[src/rtl/reg_file.sv]
// reg_file: architectural integer register file with two combinational read
// ports, same-cycle write bypass, hard-wired x0 and a post-reset clear sweep.
//
// state | meaning
// INIT  | sweep clears x1..x31 one per cycle; reads return 0, writes dropped
// RUN   | normal operation; writeback writes, decode reads with bypass
module reg_file #(
  parameter int DATA_WIDTH = 32,
  parameter int ADDR_WIDTH = 5,
  parameter int NUM_REGS   = 32
) (
  input  logic                  clk,
  input  logic                  reset,
  input  logic [ADDR_WIDTH-1:0] wr_addr,
  input  logic [DATA_WIDTH-1:0] wr_data,
  input  logic                  wr_enable,
  input  logic                  halt,
  input  logic [ADDR_WIDTH-1:0] rs1_addr,
  input  logic [ADDR_WIDTH-1:0] rs2_addr,
  output logic [DATA_WIDTH-1:0] rs1_data,
  output logic [DATA_WIDTH-1:0] rs2_data,
  output logic                  ready,
  output logic                  wr_dropped
);

  typedef enum logic {INIT, RUN} state_t;

  state_t                state, state_nxt;
  logic [ADDR_WIDTH-1:0] clr_idx, clr_idx_nxt;
  logic                  ready_nxt;
  logic                  dropped_nxt;
  logic                  we_eff;
  logic [DATA_WIDTH-1:0] regs [NUM_REGS];

  assign we_eff = (state == RUN) && wr_enable && !halt && (wr_addr != '0);

  // State, sweep index and status flags; synchronous active-low reset.
  always_ff @(posedge clk) begin
    if (!reset) begin
      state      <= INIT;
      clr_idx    <= ADDR_WIDTH'(1);
      ready      <= 1'b0;
      wr_dropped <= 1'b0;
    end else begin
      state      <= state_nxt;
      clr_idx    <= clr_idx_nxt;
      ready      <= ready_nxt;
      wr_dropped <= dropped_nxt;
    end
  end

  // Next-state logic: walk clr_idx to the last register, then enter RUN.
  always_comb begin
    state_nxt   = state;
    clr_idx_nxt = clr_idx;
    ready_nxt   = ready;
    dropped_nxt = wr_dropped;
    case (state)
      INIT: begin
        if (wr_enable) dropped_nxt = 1'b1;
        if (clr_idx == ADDR_WIDTH'(NUM_REGS - 1)) begin
          state_nxt   = RUN;
          ready_nxt   = 1'b1;
          clr_idx_nxt = ADDR_WIDTH'(1);
        end else begin
          clr_idx_nxt = clr_idx + 1'b1;
        end
      end
      RUN: begin
        ready_nxt = 1'b1;
      end
      default: begin
        state_nxt = INIT;
      end
    endcase
  end

  // Array update: sweep clears during INIT, writeback writes during RUN.
  // Reset blocks both so a held reset leaves the contents untouched.
  always_ff @(posedge clk) begin
    if (reset) begin
      if (state == INIT) begin
        regs[clr_idx] <= '0;
      end else if (we_eff) begin
        regs[wr_addr] <= wr_data;
      end
    end
  end

  // Read port 1: x0 and INIT force zero, then bypass, then array.
  always_comb begin
    rs1_data = '0;
    if (rs1_addr != '0 && state == RUN) begin
      if (we_eff && wr_addr == rs1_addr) rs1_data = wr_data;
      else                               rs1_data = regs[rs1_addr];
    end
  end

  // Read port 2: identical selection to port 1.
  always_comb begin
    rs2_data = '0;
    if (rs2_addr != '0 && state == RUN) begin
      if (we_eff && wr_addr == rs2_addr) rs2_data = wr_data;
      else                               rs2_data = regs[rs2_addr];
    end
  end

endmodule
[config.mk]
export PLATFORM = sky130hd
export DESIGN_NAME = reg_file
export DESIGN_NICKNAME = d
export VERILOG_FILES = /design/src/rtl/reg_file.sv
export SDC_FILE = /design/constraint.sdc
export NUM_CORES = 1
export LEC_CHECK = 0
export CORE_MARGIN = 2
export CORE_UTILIZATION = 55
export DETAILED_ROUTE_END_ITERATION = 16
export PLACE_DENSITY = 0.72
export SLEW_MARGIN = 10
export SYNTH_ARGS = -nofsm -noshare
export SYNTH_HDL_FRONTEND = slang
export SYNTH_SLANG_ARGS = --single-unit
[constraint.sdc]
create_clock -name clk -period 5.4 [get_ports clk]
set_input_delay 0.54 -clock clk [delete_from_list [all_inputs] [get_ports clk]]
set_output_delay 0.54 -clock clk [all_outputs]
set_load 0.02 [all_outputs]
### Word-level counts from Yosys, hierarchy flattened

Memory sizes are Yosys's and may differ from the RTL's.
Cells that the tools add are included.

* add/sub/neg operators: 1
* magnitude comparators: 0
* reductions and logical operators: 13
* shift operators: 0
* div/mod/pow operators: 0
* equal/unequal tests: 4
* muxes and demuxes: 19
* multiply operators: 0
* bitwise gates (word level): 1

Operators with widths (count)
* 32-bit 2-to-1 mux: 5
* 32-bit OR reduction: 1
* 5-bit nonzero test: 3
* 1-bit 2-to-1 mux: 11
* 5-bit equality test: 2
* 5-bit 2-to-1 mux: 2
* 1-bit logical AND: 7
* 5-bit by 1-bit adder with 5-bit output (second input constant): 1
* 5-bit equality test (second input constant): 1
* 2-bit inequality test (second input constant): 1
* 1-bit case mux with 2 select lines: 1
* 2-bit AND reduction: 1
* 1-bit zero test: 1
* 1-bit inverter: 1

* bits in read-only memories: 0
* output and inout port bits: 66
* input port bits: 51
* flip-flop bits (word level): 8
* logic and storage cells: 43
* memory bits (writable): 1024
* bits in latches: 0
* memories: 1

Memories
* regs: words 32, bits a word 32, rd ports 2, clocked after Yosys merged registers in 0, write ports 1, line 33 `logic [DATA_WIDTH-1:0] regs [NUM_REGS];`

### Logic depth before layout (Yosys ltp)

Gate-level depths: netlist of run 1.

* word-level depth: 9
* mapped depth: 9
* mapped depth without buffers: 6

### Least setup slack after synthesis of run 1

OpenSTA, ideal clock, no wires.

* path kind: input port to flip-flop
* start point: input port wr_addr[0]
* end point: memory regs[4][0], enable pin
* required time: 4939 ps
* path buffers: 2
* data arrival time: 3941 ps
* library setup time: 461 ps
* slack: 998 ps
* stages on the path: 7
* cells stage by stage: buf_2 nor4_4 a211oi_1 buf_2 nor3b_1 nor2_1 nor3_1

* longest elaborated chain between the ends: 8
* elaborated cells between the ends (all ways): 9
* classes of those cells: mux: 6; reduce/logical: 3

RTL lines
* start, declared: line 14 `input logic [ADDR_WIDTH-1:0] wr_addr,`
* 5-bit nonzero test: line 35 `assign we_eff = (state == RUN) && wr_enable && !halt && (wr_addr != '0);`
* 1-bit logical AND: line 35
* 1-bit 2-to-1 mux: line 84 `end else if (we_eff) begin`
* 1-bit 2-to-1 mux: line 82 `if (state == INIT) begin`
* 1-bit 2-to-1 mux: line 81 `if (reset) begin`
* 1-bit 2-to-1 mux (not written as such): line 85 `regs[wr_addr] <= wr_data;`
* 32-bit OR reduction (no source line)
* 5-bit 2-to-1 mux (no source line) / 1-bit 2-to-1 mux (equally long branches)
* end, declared: line 33

Several ways; a longest one is shown, not always the timed one.

### Final worst setup path of run 1

* start point: register state
* end point: output port rs1_data[26]

* longest elaborated chain between the ends: 6
* elaborated cells between the ends (all ways): 7
* classes of those cells: mux: 2; reduce/logical: 5

RTL lines
* start, declared: line 28 `state_t state, state_nxt;`
* start signal, assigned: line 45 `state <= state_nxt;`
* 1-bit logical AND (3 in a row): line 35
* 1-bit logical AND: line 94 `if (we_eff && wr_addr == rs1_addr) rs1_data = wr_data;`
* 32-bit 2-to-1 mux: line 94
* 32-bit 2-to-1 mux *: line 93 `if (rs1_addr != '0 && state == RUN) begin`
* end, declared: line 20 `output logic [DATA_WIDTH-1:0] rs1_data,`

Every way passes the cells marked *; elsewhere a longest branch is shown, timed or not.

==> results of run 1 <==
[path summary, 6_finish.rpt]
| check | cells past startpoint | from | to |
|---|---|---|---|
| worst max-delay path | 8 | state | rs1_data[26] |
| worst min-delay path | 2 | wr_dropped | wr_dropped |
| worst max register to register | 8 | state | regs[2][15] |
| worst min register to register | 2 | wr_dropped | wr_dropped |
[cell usage after synthesis, types with 8 or more instances]
cell type	count	area (µm²)
a21oi_1	134	671
a221oi_1	128	1120
a22oi_1	192	1440
a311o_1	64	641
and2_1	34	213
buf_1	15	56.3
buf_2	60	300
buf_6	29	327
clkbuf_1	113	424
dfxtp_1	8	160
edfxtp_1	1024	30700
mux2i_1	258	2580
mux4_2	384	8650
nor2_1	53	199
nor3_1	10	50.1
o21bai_1	64	480
xnor2_1	10	87.6
[power breakdown]
group | internal, µW | switching, µW | total, µW
logic | 457 | 700 | 1160
registers | 8760 | 39.0 | 8800
clock network | 4170 | 3040 | 7210
total | 13400 | 3780 | 17200
[critical path, stage by stage, from the launching register on]
cell and delay (ps):
dfxtp_1 310, buf_4 220, nand3b_1 340, a21o_4 350, o311ai_4 280, buf_4 560, a21oi_1 250, a311o_1 500
clkdlybuf4s50_1 590
[flip-flops by register name (all words and copies together), names as in the netlist]
| signal | flops |
|---|---|
| regs | 1024 |
| clr_idx | 5 |
| ready | 1 |
| state | 1 |
| wr_dropped | 1 |
[metal layers]
metal / vias up / global-route usage [%]
li1: 11800 / -
met1: 15700 / 43.1
met2: 2141 / 50.2
met3: 415 / 7.48
met4: 4 / 15.0
met5: - / 0
[through the flow]
step           utilization (%)  total power, µW  cell area, µm²  setup WS (ps)
4_1_cts                   62.4            17200           55000            868
2_1_floorplan                -             9700           48700            998
6_report                  62.4            17200           55000            769
3_3_place_gp              58.5            10100           51600            903
3_5_place_dp              58.5            10100           51600            912
5_1_grt                   62.4            17600           55000            740
[logic make-up after synthesis]
| kind of cell | count (synthesis) | synth area share [%] |
|---|---|---|
| flip-flops | 1032 | 63.5 |
| multiplexers | 643 | 23.1 |
| AO/OA/AOI/OAI | 601 | 9.31 |
| buffers and inverters | 232 | 2.44 |
| AND/OR/NAND/NOR | 130 | 1.40 |
| XOR/XNOR | 10 | 0.180 |
| adder cells (fa/ha/maj) | 2 | 0.0514 |
[final cells by class]
cell class                      instances  share of cell area (%)
Antenna cell                            3                  0.0137
Inverter                                8                  0.0546
Timing Repair Buffer                  225                    4.10
Clock buffer                          125                    4.97
Multi-Input combinational cell       1386                    30.8
Clock inverter                         67                    1.17
Sequential cell                      1032                    56.2
Tap cell                             1165                    2.65
==> results.sh, run 1 <==
export IMPL_final_common_cell="edfxtp_1"
export IMPL_ctsHoldBuffers=0
export IMPL_fin_tns_setup_ps=0
export IMPL_finalSetupViolations=0
export IMPL_crit_type="flop to primary output"
export IMPL_worst_pin_slew_ps=1250
export IMPL_drt_iter0_markers=4430
export IMPL_cap_violations=0
export IMPL_die_area_mm2=0.0909
export IMPL_yosys_most_used_dff="edfxtp_1"
export IMPL_wire_per_inst_um=36.2
export IMPL_core_area_mm2=0.0881
export IMPL_yosys_register_bits=1032
export IMPL_rows=109
export IMPL_crit_required_ps=4860
export IMPL_via_per_inst=7.49
export IMPL_p_per_area_mw_per_mm2=312
export IMPL_endpoint_kind="primary output"
export IMPL_dr_max_layer_used="met5"
export IMPL_cts_resized=0
export IMPL_grt_usage_pct=32.1
export IMPL_final_cell_mix="edfxtp_1, mux4_2, mux2i_1, a22oi_1, a21oi_1"
export IMPL_final_nets=2810
export IMPL_route_detailed_drc=0
export IMPL_ys_types=42
export IMPL_root_buffer="clkbuf_16"
export IMPL_first_global_vias=30900
export IMPL_cts_sinks=1032
export IMPL_slew_headroom_pct=16.5
export IMPL_clkSlewWorstSetupHoldPaths_ps=60
export IMPL_seqCellArea_mm2=0.0309
export IMPL_drtAntennaViolNets=0
export IMPL_antenna_found_initial=5
export IMPL_ys_seq_area_share_pct=63.5
export IMPL_area_delta_synth_final_pct=12.9
export IMPL_dp_cells=3816
export IMPL_cp_arrival_ps=4090
export IMPL_cts_made_buffers=104
export IMPL_grt_pass1_wl_um=209000
export IMPL_dr_wl_met3_um=16400
export IMPL_clk_path_buf_depth=3
export IMPL_synth_fp_nets=2703
export IMPL_grt_ovfl_total=0
export IMPL_avgSynthCellArea_um2=18.4
export IMPL_cts_tree="built"
export IMPL_clock_latency_ps=680
export IMPL_layout_drive_gt1_share_pct=24.8
export IMPL_routedLengthMet1_um=52500
export IMPL_rrSetupSlack_ps=1420
export IMPL_total_leakage_power_uw=0.0160
export IMPL_num_vias=30000
export IMPL_cts_setup_buffers=0
export IMPL_dr_pass1_iters=5
export IMPL_wl_met2_um=69300
export IMPL_synth_edff_count=1024
export IMPL_slew_violations=0
export IMPL_netlist_area_mm2=0.0487
export IMPL_period_minus_slack_ps=4630
export IMPL_fin_skew_ps=16.2
export IMPL_drt_total_wl_um=145000
export IMPL_finalHoldViolations=0
export IMPL_vdd_drop_max_mv=0.279
export IMPL_syn_instance_count=2650
export IMPL_chipHeight_um=301
export IMPL_rsz0062_at_grt="no"
export IMPL_dpl_hpwl_um=87600
export IMPL_layout_cells_non_filler=4011
export IMPL_timing_fmax_ghz=0.216
export IMPL_die_width_um=301
export IMPL_hold_class="flop to flop"
export IMPL_async_reset_ff_share_pct=0
export IMPL_ctsHtreeMaxLevel=3
export IMPL_grt_max_degree=109
export IMPL_status="complete, no violations"
export IMPL_fin_crit_sh_pct=85.8
export IMPL_fin_hold_ws_ps=491
export IMPL_yosysWarnings=0
export IMPL_cp_start_kind="flop"
export IMPL_place_gp_congestion=0.919
export IMPL_io_buffers=116
export IMPL_fillers=6120
export IMPL_initial_core_util_pct=55.2
export IMPL_multi_input_area_mm2=0.0169
export IMPL_cp_max_fo=32
export IMPL_pin_count=117
Note: power is estimated with default switching activity, not from simulation.
==> inputs of run 2 (changes only) <==
- GPL_TIMING_DRIVEN: unset -> 0
==> results.sh, run 2 (same netlist as run 1, synthesis figures left out) <==
export IMPL_num_vias=31200
export IMPL_status="finished, violations left"
export IMPL_fin_crit_sh_pct=101
export IMPL_fin_tns_setup_ps=-34.8
export IMPL_rsz0062_at_grt="no"
export IMPL_worst_pin_slew_ps=1260
export IMPL_cts_tree="built"
export IMPL_largest_reg_flops=1024
export IMPL_cp_arrival_ps=4890
export IMPL_worst_slack_ps=-31.0
export IMPL_endpoint_kind="primary output"
export IMPL_pin_count=117
export IMPL_cp_max_fo=10
export IMPL_reg_top3="regs: 1024 flops, clr_idx: 5 flops"
export IMPL_fin_skew_ps=49.7
export IMPL_rows=109
export IMPL_crit_required_ps=4860
export IMPL_drt_total_wl_um=155000
export IMPL_timing_fmax_ghz=0.184
export IMPL_finalSetupViolations=2
export IMPL_dr_pass1_iters=6
export IMPL_root_buffer="clkbuf_16"
export IMPL_clkSlewWorstSetupHoldPaths_ps=60
export IMPL_cap_violations=0
export IMPL_hold_class="flop to flop"
export IMPL_core_area_mm2=0.0881
export IMPL_drt_iter0_markers=4650
export IMPL_pre_cts_ws_ps=205
export IMPL_final_common_cell="edfxtp_1"
export IMPL_antenna_found_initial=2
export IMPL_layout_drive_gt1_share_pct=24.4
export IMPL_cts_sinks=1032
export IMPL_startpoint="rs2_addr[2]"
export IMPL_initial_core_util_pct=55.2
export IMPL_finalHoldViolations=0
export IMPL_min_from="ready"
export IMPL_route_detailed_drc=0
export IMPL_grt_ovfl_total=0
export IMPL_slew_headroom_pct=15.7
export IMPL_grt_pass1_wl_um=221000
export IMPL_clk_path_buf_depth=3
export IMPL_slew_violations=0
export IMPL_r2r_start="state"
export IMPL_final_nets=2969
export IMPL_chipHeight_um=301
export IMPL_final_cell_mix="edfxtp_1, mux4_2, mux2i_1, a22oi_1, a21oi_1"
export IMPL_fillers=6101
export IMPL_crit_type="input pin to primary output"
export IMPL_cts_made_buffers=104
export IMPL_vdd_drop_max_mv=0.261
export IMPL_area_delta_synth_final_pct=14.8
export IMPL_cts_setup_buffers=0
export IMPL_die_area_mm2=0.0909
export IMPL_total_leakage_power_uw=0.0164
export IMPL_grt_usage_pct=34.5
export IMPL_top_register="regs"
export IMPL_die_width_um=301
export IMPL_p_per_area_mw_per_mm2=309
export IMPL_first_global_vias=31700
export IMPL_fin_area_mm2=0.0559
export IMPL_clock_latency_ps=710
export IMPL_grt_max_degree=33
export IMPL_post_dp_cell_area_mm2=0.0525
export IMPL_via_per_inst=7.48
export IMPL_ctsHtreeMaxLevel=3
export IMPL_drtAntennaViolNets=0
export IMPL_cp_start_kind="input pin"
export IMPL_place_gp_congestion=0.979
export IMPL_violations="setup timing"
export IMPL_io_buffers=111
export IMPL_period_minus_slack_ps=5430
export IMPL_dpl_hpwl_um=111000
export IMPL_wire_per_inst_um=37.3
run 2: changes by cell type in the layout (fill, tap and decap cells not counted), moves of 9 or more:
cell	change
clkbuf_1	+114
buf_6	+36
buf_4	-71
buf_1	+15
buf_16	+31
and2_2	+9
buf_2	+56
and2_1	-9
buf_12	-21
run 2: through the flow:
stage	hold slack, ps	power (µW)	util [%]	instances
after floorplan	500	9700	-	2650
after global placement	498	10100	58.2	3926
after detailed placement	524	10100	59.6	3974
after CTS	521	17200	63.4	4162
after global routing	547	17600	63.4	4163
final	519	17200	63.4	4165
run 2: path summary, 6_finish.rpt:
kind | end | slack [ps] | cells past startpoint
worst max-delay path | rs2_data[16] | -30 | 9
worst min-delay path | ready | 520 | 2
worst max register to register | regs[4][13] | 1660 | 8
worst min register to register | ready | 520 | 2
run 2: area by class of cell:
cell class | instances | area, µm² | share of cell area [%]
timing repair buffer | 160 | 2150 | 3.84
tap | 1165 | 1460 | 2.61
sequential | 1032 | 30900 | 55.3
inverter | 8 | 30.0 | 0.0537
clock inverter | 56 | 574 | 1.03
buffer | 224 | 1170 | 2.09
antenna | 2 | 5.00 | 0.00896
multi-input combinational | 1386 | 16800 | 30.1
clock buffer | 132 | 2780 | 4.98
run 2: where the power goes:
part / switching [µW] / internal, µW / leakage (µW)
Combinational: 743 / 471 / 0.00684
Clock: 3120 / 4120 / 0.00164
Sequential: 36.7 / 8760 / 0.00791
run 2: repair_timing:
item                                    in CTS  in global routing
resized for setup                            0                 10
hold buffers                                 0                  0
endpoints found under the setup margin       0                  5
run 2: per-layer routing:
metal / track usage, % / part of all wire (%) / wire [µm]
met5: 0 / 0.033 / 52
met4: 15.3 / 5.1 / 7860
met3: 10.0 / 12 / 19200
met2: 55.0 / 48 / 73900
met1: 44.3 / 35 / 54500
run 2: critical path, cell delays in order:
cell and delay (ps):
clkdlybuf4s50_1 740, clkbuf_1 690, and2_1 220, clkbuf_1 280, clkbuf_1 670, a22oi_1 300
a21oi_1 400, a311o_1 350, clkdlybuf4s50_1 680
